--- config.mk ---
export PLATFORM = sky130hd
export DESIGN_NAME = retire_trace_fifo
export DESIGN_NICKNAME = d
export VERILOG_FILES = /design/src/rtl/retire_trace_fifo.sv
export SDC_FILE = /design/constraint.sdc
export NUM_CORES = 1
export LEC_CHECK = 0
export ABC_AREA = 1
export CAP_MARGIN = 30
export CORE_ASPECT_RATIO = 0.5
export CORE_MARGIN = 5
export CORE_UTILIZATION = 50
export DETAILED_ROUTE_END_ITERATION = 10
export PLACE_DENSITY = 0.72
export SLEW_MARGIN = 20
export SYNTH_ARGS = -nofsm -noshare
export SYNTH_HDL_FRONTEND = slang
export SYNTH_SLANG_ARGS = --single-unit
--- constraint.sdc ---
create_clock -name clk -period 6.05 [get_ports clk]
set_input_delay 1.21 -clock clk [delete_from_list [all_inputs] [get_ports clk]]
set_output_delay 1.21 -clock clk [all_outputs]
set_load 0.05 [all_outputs]
--- src/rtl/retire_trace_fifo.sv ---
// rtl/retire_trace_fifo.sv - pairs retire events with GPR write-backs into trace records
// Records sit in a DEPTH-entry FIFO and leave over a valid/ready port; overflow drops are counted.
module retire_trace_fifo #(
  parameter int DEPTH    = 4,
  parameter int WB_DELAY = 0
) (
  input  logic        clk,
  input  logic        rst,
  input  logic        retire,
  input  logic [31:0] retire_pc,
  input  logic [31:0] psr,
  input  logic        wb_gpr_en,
  input  logic [4:0]  wb_gpr_index,
  input  logic [31:0] wb_gpr_data,
  input  logic        clr,
  output logic        out_valid,
  input  logic        out_ready,
  output logic [31:0] out_pc,
  output logic [31:0] out_psr,
  output logic        out_wb_en,
  output logic [4:0]  out_wb_index,
  output logic [31:0] out_wb_data,
  output logic        out_wb_only,
  output logic        overflow,
  output logic [15:0] drop_cnt,
  output logic [31:0] retire_cnt
);

  localparam int AW = $clog2(DEPTH);
  localparam int RW = 103;

  logic          w_enq;
  logic [31:0]   w_rec_pc;
  logic [31:0]   w_rec_psr;
  logic          w_rec_wbo;
  logic [RW-1:0] w_rec;
  logic [RW-1:0] w_head;
  logic          w_full;
  logic          w_empty;
  logic          w_pop;
  logic          w_push;
  logic          w_drop;

  logic [AW:0]   r_wptr;
  logic [AW:0]   r_rptr;
  logic [RW-1:0] r_mem [DEPTH];
  logic          r_overflow;
  logic [15:0]   r_drop_cnt;
  logic [31:0]   r_retire_cnt;

  generate
    if (WB_DELAY == 0) begin : g_direct
      assign w_enq     = retire | wb_gpr_en;
      assign w_rec_pc  = retire ? retire_pc : 32'd0;
      assign w_rec_psr = retire ? psr : 32'd0;
      assign w_rec_wbo = ~retire;
    end else begin : g_staged
      // Stage holds last cycle's retire so it can meet its write-back one cycle later.
      logic        r_stg_v;
      logic [31:0] r_stg_pc;
      logic [31:0] r_stg_psr;

      always_ff @(posedge clk or posedge rst) begin
        if (rst) begin
          r_stg_v   <= 1'b0;
          r_stg_pc  <= 32'd0;
          r_stg_psr <= 32'd0;
        end else begin
          r_stg_v <= retire;
          if (retire) begin
            r_stg_pc  <= retire_pc;
            r_stg_psr <= psr;
          end
        end
      end

      assign w_enq     = r_stg_v | wb_gpr_en;
      assign w_rec_pc  = r_stg_v ? r_stg_pc : 32'd0;
      assign w_rec_psr = r_stg_v ? r_stg_psr : 32'd0;
      assign w_rec_wbo = ~r_stg_v;
    end
  endgenerate

  assign w_rec = {w_rec_wbo,
                  wb_gpr_en & (wb_gpr_index != 5'd0),
                  wb_gpr_en ? wb_gpr_index : 5'd0,
                  wb_gpr_en ? wb_gpr_data : 32'd0,
                  w_rec_psr,
                  w_rec_pc};

  assign w_empty = (r_wptr == r_rptr);
  assign w_full  = (r_wptr[AW] != r_rptr[AW]) && (r_wptr[AW-1:0] == r_rptr[AW-1:0]);
  assign w_pop   = ~w_empty & out_ready;
  // A pop in the same cycle frees the slot, so a full FIFO still accepts.
  assign w_push  = w_enq & (~w_full | w_pop);
  assign w_drop  = w_enq & w_full & ~w_pop;

  always_ff @(posedge clk) begin
    if (w_push) begin
      r_mem[r_wptr[AW-1:0]] <= w_rec;
    end
  end

  always_ff @(posedge clk or posedge rst) begin
    if (rst) begin
      r_wptr <= '0;
      r_rptr <= '0;
    end else begin
      if (w_push) begin
        r_wptr <= r_wptr + 1'b1;
      end
      if (w_pop) begin
        r_rptr <= r_rptr + 1'b1;
      end
    end
  end

  always_ff @(posedge clk or posedge rst) begin
    if (rst) begin
      r_overflow   <= 1'b0;
      r_drop_cnt   <= 16'd0;
      r_retire_cnt <= 32'd0;
    end else begin
      if (w_drop) begin
        r_overflow <= 1'b1;
        if (clr) begin
          r_drop_cnt <= 16'd1;
        end else if (r_drop_cnt != 16'hFFFF) begin
          r_drop_cnt <= r_drop_cnt + 16'd1;
        end
      end else if (clr) begin
        r_overflow <= 1'b0;
        r_drop_cnt <= 16'd0;
      end
      if (retire) begin
        r_retire_cnt <= r_retire_cnt + 32'd1;
      end
    end
  end

  assign w_head       = r_mem[r_rptr[AW-1:0]];
  assign out_valid    = ~w_empty;
  assign out_pc       = out_valid ? w_head[31:0]   : 32'd0;
  assign out_psr      = out_valid ? w_head[63:32]  : 32'd0;
  assign out_wb_data  = out_valid ? w_head[95:64]  : 32'd0;
  assign out_wb_index = out_valid ? w_head[100:96] : 5'd0;
  assign out_wb_en    = out_valid & w_head[101];
  assign out_wb_only  = out_valid & w_head[102];
  assign overflow     = r_overflow;
  assign drop_cnt     = r_drop_cnt;
  assign retire_cnt   = r_retire_cnt;

endmodule

==> impl_results.md, run 1 <==
* Seq/Total Area, Yosys at 0.691
* Count of yosys warnings during synthesis at 0
* Final period util at 0.832
* Number of global-route vias before repair at roughly 13000
* Share of cells above drive strength 1 at 0.0483
* Post-Syn Instances at 1833
* Yosys top cell by area: sky130_fd_sc_hd__edfxtp_1
* Number of gates resized after CTS at 0
* Worst r2r src: r_rptr[1]
* Number of I/O pins at 260
* Routed wire length at 45400 um
* DRC violation count after routing at 0
* Die Area at between 40000 and 50000 sq um
* I/O Buffers at 259
* Min setup slack post-route at 1010 ps
* Type of destination of the critical path: primary output
* Post-synth EDFFs at 412
* Final min period at approximately 5000 ps
* Clock insertion delay at the later pin of the skew report at 550 ps
* Endpoint of the lowest-slack register-to-register path: r_mem[3][64]
* Inserted Clock Buffers at 41
* Total setup violations reported at the end of the flow at 0
* Detail-routed net length per standard cell at 17.3 um
* Setup Slack @ Placement at about 1500 ps
* Biggest cell delay along the critical path at 800 ps
* Number of nets produced by synthesis at 1947
* Slew of the pin with the lowest slew margin at 906 ps
* Critical path data required time at 4840 ps
* Quantity of hold-fixing buffers added after cts at 0
* Worst setup endpoint: out_wb_data[28]
* Detailed-route via count at approximately 14000
* Core ar. at slightly below 40000 sq um
* Critical path type: register to primary output
* Area Growth Syn to Fin at 21.6%
* Proportion of register bits with asynchronous set or reset after synthesis at 0.118
* Number of DRC markers in iteration 0 at 1084
* Result of the run: finished clean
* Per-cell via count in the routed design at about 5.2
* Worst R2R Setup Slack at about 3100 ps
* Gr usage total at 0.201
* Detailed placement HPWL at ~26000 um
* Startpoint type of the worst setup path: register
* H-tree levels at 2
* Last weighted congestion value of the routability-driven placer at 0.785
* Top cells by area, synth: sky130_fd_sc_hd__edfxtp_1 (62%), sky130_fd_sc_hd__dfrtp_1 (6.9%), sky130_fd_sc_hd__nand2_1 (6.3%), sky130_fd_sc_hd__o21ai_0 (5.3%), sky130_fd_sc_hd__nor2_1 (4.9%)
* Worst reg-to-reg path cell count at 8
* Hold crit path type: register to register
* Number of buffers and inverters on the critical path at 4
* Final worst clock skew at 21.5 ps
* Unrepaired setup endpoints after global routing: no
* Total overflow reported by the global router at 0
* Data arrival time of the critical path at 3830 ps
* Worst path depth at 9
* Final Max Slew Viols at 0
* Horiz. Die Dim at a little under 300 um
* Slew margin rel. at 0.396
* Number of max-cap violations at 0
* Global-route wire length before repair at 70100 um
* Post-layout net count at 2175
* Biggest fanout along the worst timing path at 56
* Clock tree root buffer cell: sky130_fd_sc_hd__clkbuf_16
* Antenna violations before repair at 3
* CTS Sinks at 467
* Post-Layout Inst Area at 24200 sq um
* Die Ht at 151 um
* Critical path launch point: r_rptr[1]
* Netlist area before placement at ~20000 sq um
* Synth top area share at 0.622
* Final hold viol count at 0
* ANT nets after route at 0
* Number of distinct standard cells referenced by the synthesized netlist at 32
* Commonest cells in the netlist: sky130_fd_sc_hd__edfxtp_1 (412), sky130_fd_sc_hd__nand2_1 (333), sky130_fd_sc_hd__nor2_1 (262)
* Achievable clock frequency at 199 MHz
* Most common cell in the synthesized netlist: sky130_fd_sc_hd__edfxtp_1
* Kind of cell with the highest combined delay on the critical path: buffers and inverters
* Number of post-CTS setup repair buffers at 0
* Average cell area after synthesis at 10.9 sq um
* Initial Util at 0.509
* Area after detailed placement at roughly 23000 sq um
* Cell with the biggest individual delay on the critical path: sky130_fd_sc_hd__clkdlybuf4s50_1
* Dominant synthesized flop cell: sky130_fd_sc_hd__edfxtp_1
* Number of rows created at floorplan at 51
* Clock tree from TritonCTS: built
* Worst path cell trace: buf_4, nand2_1, nand2_2, nor2_8, nand2_4, buf_4, nand2_1, inv_1, clkdlybuf4s50_1
* Clock-pin slew on the worst setup and hold paths at 70 ps
* Flip-flop and latch count after synthesis at 467
* Number of detailed-routing iterations run before antenna repair at 5
* CTS max path bufs at 3
* Maximum number of pins on one net before global-route repair at around 210
==> metal layers <==
metal | GRT usage | part of all wire | wire length, um | vias up
met5 | 0 | 0.00059 | 27 | -
met4 | 0.0496 | 0.018 | 812 | 4
met3 | 0.0365 | 0.047 | 2120 | 61
met2 | 0.367 | 0.52 | 23800 | 310
met1 | 0.251 | 0.41 | 18700 | 6553
li1 | - | - | - | 6593
==> registers in the layout (all words and copies together), names as in the netlist <==
name        flops
r_mem         412
retire_cnt     32
drop_cnt       16
r_rptr          3
r_wptr          3
overflow        1
==> worst min-delay path by stage <==
stage | startpoint | end | depth (start not counted)
3_3_place_gp | overflow | overflow | 2
2_1_floorplan | r_wptr[2] | r_wptr[2] | 2
3_5_place_dp | overflow | overflow | 2
4_1_cts | overflow | overflow | 2
6_report | retire_cnt[8] | retire_cnt[8] | 1
5_1_grt | retire_cnt[8] | retire_cnt[8] | 1
==> through the flow <==
| stage | hold slack [ps] | setup TNS, ps | util | instances |
|---|---|---|---|---|
| 6_report | 524 | 0 | 0.619 | 2621 |
| 5_1_grt | 545 | 0 | 0.619 | 2621 |
| 4_1_cts | 521 | 0 | 0.618 | 2620 |
| 3_5_place_dp | 495 | 0 | 0.587 | 2548 |
| 3_3_place_gp | 497 | 0 | 0.587 | 2548 |
| 2_1_floorplan | 489 | -132550 | - | 1833 |
==> layout make-up <==
type                       count  area [sq um]
sequential                   467         13800
clock buffer                  55          1090
tap                          530           663
multi-input combinational   1024          4810
inverter                     251           947
clock inverter                17           131
antenna                        1          2.50
fill                        3066         14900
timing repair buffer         276          2800
==> cell families after synthesis <==
family                   after synthesis  synth area share
AO/OA/AOI/OAI                        321            0.0876
buffers and inverters                342            0.0692
flip-flops                           467             0.691
XOR/XNOR                              32            0.0141
adder cells (fa/ha/maj)                7           0.00440
AND/OR/NAND/NOR                      664             0.134
==> worst reg2reg max path, delay by kind of cell (launching register included) <==
kind / cells / cell delay [ps]
buf+inv: 2 / 1010
simple gates: 6 / 1120
flops: 1 / 370
==> cells in the final DEF, fill, tap and decap left out, types with 4 or more instances in the layout <==
| master | instances |
|---|---|
| sky130_fd_sc_hd__clkbuf_16 | 41 |
| sky130_fd_sc_hd__inv_1 | 246 |
| sky130_fd_sc_hd__edfxtp_1 | 412 |
| sky130_fd_sc_hd__xnor2_1 | 13 |
| sky130_fd_sc_hd__clkdlybuf4s50_1 | 257 |
| sky130_fd_sc_hd__nor2_4 | 6 |
| sky130_fd_sc_hd__inv_6 | 4 |
| sky130_fd_sc_hd__nor3_1 | 7 |
| sky130_fd_sc_hd__inv_2 | 4 |
| sky130_fd_sc_hd__o22ai_1 | 103 |
| sky130_fd_sc_hd__dfrtp_1 | 53 |
| sky130_fd_sc_hd__o21ai_0 | 212 |
| sky130_fd_sc_hd__xor2_1 | 19 |
| sky130_fd_sc_hd__nand2_2 | 7 |
| sky130_fd_sc_hd__nand2_1 | 333 |
| sky130_fd_sc_hd__clkinv_2 | 5 |
| sky130_fd_sc_hd__nand4_1 | 13 |
| sky130_fd_sc_hd__ha_1 | 7 |
| sky130_fd_sc_hd__clkbuf_1 | 13 |
| sky130_fd_sc_hd__buf_12 | 7 |
| sky130_fd_sc_hd__nand3_1 | 30 |
| sky130_fd_sc_hd__nor2_1 | 258 |
| sky130_fd_sc_hd__buf_4 | 10 |
| sky130_fd_sc_hd__clkinv_1 | 6 |
Power of run 1 is not shown: default switching activity piles up to over one toggle a cycle in this logic, so the estimate is an artifact.
==> inputs of run 2 (changes only) <==
--- a/config.mk
+++ b/config.mk
@@ -9,9 +9,9 @@
 export CAP_MARGIN = 30
 export CORE_ASPECT_RATIO = 0.5
 export CORE_MARGIN = 5
-export CORE_UTILIZATION = 50
+export CORE_UTILIZATION = 55
 export DETAILED_ROUTE_END_ITERATION = 10
-export PLACE_DENSITY = 0.72
+export PLACE_DENSITY = 0.76
 export SLEW_MARGIN = 20
 export SYNTH_ARGS = -nofsm -noshare
 export SYNTH_HDL_FRONTEND = slang
==> constraint.sdc (replaced) <==
create_clock -name clk -period 4.8 [get_ports clk]
set_input_delay 0.96 -clock clk [delete_from_list [all_inputs] [get_ports clk]]
set_output_delay 0.96 -clock clk [all_outputs]
set_load 0.05 [all_outputs]
==> impl_results.md, run 2 (synthesis results as in run 1) <==
* Inserted Clock Buffers at 41 (unchanged)
* Number of gates resized after CTS at 0 (unchanged)
* Most frequent standard cell in the layout excluding fill and tap cells: sky130_fd_sc_hd__edfxtp_1
* Post-layout net count at 2182 (+0.32%)
* Final setup TNS at 0 ps (unchanged)
* Area Growth Syn to Fin at 24.4%
* Number of post-CTS setup repair buffers at 0 (unchanged)
* Die Area at 40300 sq um (-8.6%)
* Final Max Slew Viols at 0 (unchanged)
* Final period util at 0.815
* Biggest fanout along the worst timing path at 92 (+64%)
* Detailed placement HPWL at 27400 um (+3.4%)
* Commonest cells after routing, fill and taps aside: sky130_fd_sc_hd__edfxtp_1 (412), sky130_fd_sc_hd__nand2_1 (333), sky130_fd_sc_hd__nor2_1 (258)
* Clock tree root buffer cell: sky130_fd_sc_hd__clkbuf_16
* Last weighted congestion value of the routability-driven placer at 0.797 (+1.5%)
* Clock tree from TritonCTS: built
* Total overflow reported by the global router at 0 (unchanged)
* Worst path depth at 6 (-3)
* Final worst clock skew at 14.7 ps (-6.77 ps)
* Sum of met3 wire segment lengths after detailed routing at 2830 um (+33%)
* Number of global-route vias before repair at 13800 (+3.7%)
* Number of buffers and inverters on the critical path at 3 (-1)
* Detailed-route via count at 13800 (+1.8%)
* Worst r2r src: r_rptr[0]
* Critical path type: register to primary output
* Worst setup endpoint: out_wb_data[8]
* Initial Util at 0.556 (+0.0471)
* Total setup violations reported at the end of the flow at 0 (unchanged)
* Number of detailed-routing iterations run before antenna repair at 5 (unchanged)
* Type of destination of the critical path: primary output
* Metal-1 WL at 17600 um (-5.8%)
* Gr usage total at 0.221 (+0.0201)
* Data arrival time of the critical path at 2950 ps (-880 ps)
* Worst reg-to-reg path cell count at 8 (unchanged)
* Clock-pin slew on the worst setup and hold paths at 70 ps (about the same)
* I/O Buffers at 259 (unchanged)
* CTS Sinks at 467 (unchanged)
* Max reg flops at 412 (unchanged)
* Routed wl met2 at 23600 um (-0.59%)
* Detail-routed net length per standard cell at 17.6 um (+1.4%)
* Result of the run: finished clean
* Global-route wire length before repair at 70700 um (+0.85%)
* Quantity of hold-fixing buffers added after cts at 0 (unchanged)
* Core ar. at 35800 sq um (-8.5%)
* Number of DRC markers in iteration 0 at 1109 (+2.3%)
* Final hold viol count at 0 (unchanged)
* Antenna Cells at 0 (-1)
* Startpoint type of the worst setup path: register
* Unrepaired setup endpoints after global routing: no
* H-tree levels at 2 (unchanged)
* Number of I/O pins at 260 (unchanged)
* Number of rows created at floorplan at 49 (-3.9%)
* Hold crit path type: register to register
* Die Ht at 145 um (-4.3%)
* Routed wire length at 45400 um (about the same)
* Biggest cell delay along the critical path at 780 ps (-20 ps)
* DRC violation count after routing at 0 (unchanged)
* Final min period at between 3000 and 4000 ps
* Setup Slack @ Placement at 1480 ps (-62.3 ps)
* Area after detailed placement at 23500 sq um (+2.1%)
* Kind of cell with the highest combined delay on the critical path: buffers and inverters
* Slew of the pin with the lowest slew margin at 950 ps (+43.2 ps)
* CTS max path bufs at 3 (unchanged)
* Post-Layout Inst Area at 24800 sq um (+2.3%)
* Critical path launch point: r_rptr[0]
* Maximum number of pins on one net before global-route repair at 95 (-54%)
* Worst R2R Setup Slack at 2260 ps (-880 ps)
* Clock insertion delay at the later pin of the skew report at 550 ps (about the same)
* Fill cell total of the finished layout at 2552 (-17%)
* Achievable clock frequency at about 260 MHz
* Min setup slack post-route at 887 ps (-127 ps)
* Slew margin rel. at 0.367 (-0.0288)
* Share of cells above drive strength 1 at 0.104 (+0.0554)
* Endpoint of the lowest-slack register-to-register path: r_mem[1][78]
* Antenna violations before repair at 1 (-2)
* ANT nets after route at 0 (unchanged)
* Number of max-cap violations at 0 (unchanged)
* Top routing layer in use: met5
* Worst path cell trace: buf_4, o21ai_0, o22ai_1, nand2_1, inv_1, buf_12
* Horiz. Die Dim at 279 um (-4.5%)
* Cell with the biggest individual delay on the critical path: sky130_fd_sc_hd__buf_4
* Per-cell via count in the routed design at 5.33 (+3.3%)
* Critical path data required time at 3840 ps (-1000 ps)
## run 2: changes by cell type in the layout (fill, tap and decap cells not counted), moves of 3 or more
| cell | before | now |
|---|---|---|
| sky130_fd_sc_hd__buf_12 | 7 | 67 |
| sky130_fd_sc_hd__buf_4 | 10 | 61 |
| sky130_fd_sc_hd__clkbuf_8 | 1 | 4 |
| sky130_fd_sc_hd__clkdlybuf4s50_1 | 257 | 153 |
## run 2: how the worst min path moves through the flow
stage / start / endpoint / slack, ps / depth (start not counted)
6_report: retire_cnt[4] / retire_cnt[4] / 520 / 1
5_1_grt: retire_cnt[9] / retire_cnt[9] / 550 / 1
4_1_cts: retire_cnt[4] / retire_cnt[4] / 520 / 1
3_5_place_dp: overflow / overflow / 510 / 2
3_3_place_gp: retire_cnt[4] / retire_cnt[4] / 500 / 1
2_1_floorplan: r_wptr[2] / r_wptr[2] / 490 / 2
## run 2: per-layer routing
metal	GRT usage	vias up
met3	0.0403	86
met2	0.400	454
met4	0.0759	2
li1	-	6608
met5	0	-
met1	0.273	6621
## run 2: worst register-to-register path: stages (launching register included)
cell and delay [ps]:
sky130_fd_sc_hd__dfrtp_4 660, sky130_fd_sc_hd__inv_6 120, sky130_fd_sc_hd__nand2_1 60, sky130_fd_sc_hd__nand2_2 120, sky130_fd_sc_hd__nor2_8 60, sky130_fd_sc_hd__nand2_1 80
sky130_fd_sc_hd__nand2_2 180, sky130_fd_sc_hd__nor2_4 140, sky130_fd_sc_hd__buf_4 710
## run 2: metrics by stage
| step | hold slack (ps) | instances | util |
|---|---|---|---|
| 2_1_floorplan | 489 | 1833 | - |
| 3_3_place_gp | 499 | 2508 | 0.655 |
| 3_5_place_dp | 508 | 2509 | 0.655 |
| 4_1_cts | 521 | 2585 | 0.691 |
| 5_1_grt | 555 | 2585 | 0.691 |
| 6_report | 518 | 2585 | 0.691 |
## run 2: area by class of cell
class | instances | area, sq um | area share
timing repair buffer | 283 | 3340 | 0.135
inverter | 251 | 947 | 0.0383
clock buffer | 58 | 1170 | 0.0474
multi-input combinational | 1024 | 4810 | 0.194
sequential | 467 | 13800 | 0.556
clock inverter | 18 | 121 | 0.00490
tap | 484 | 606 | 0.0245
Power of run 2 is left out for the same reason.
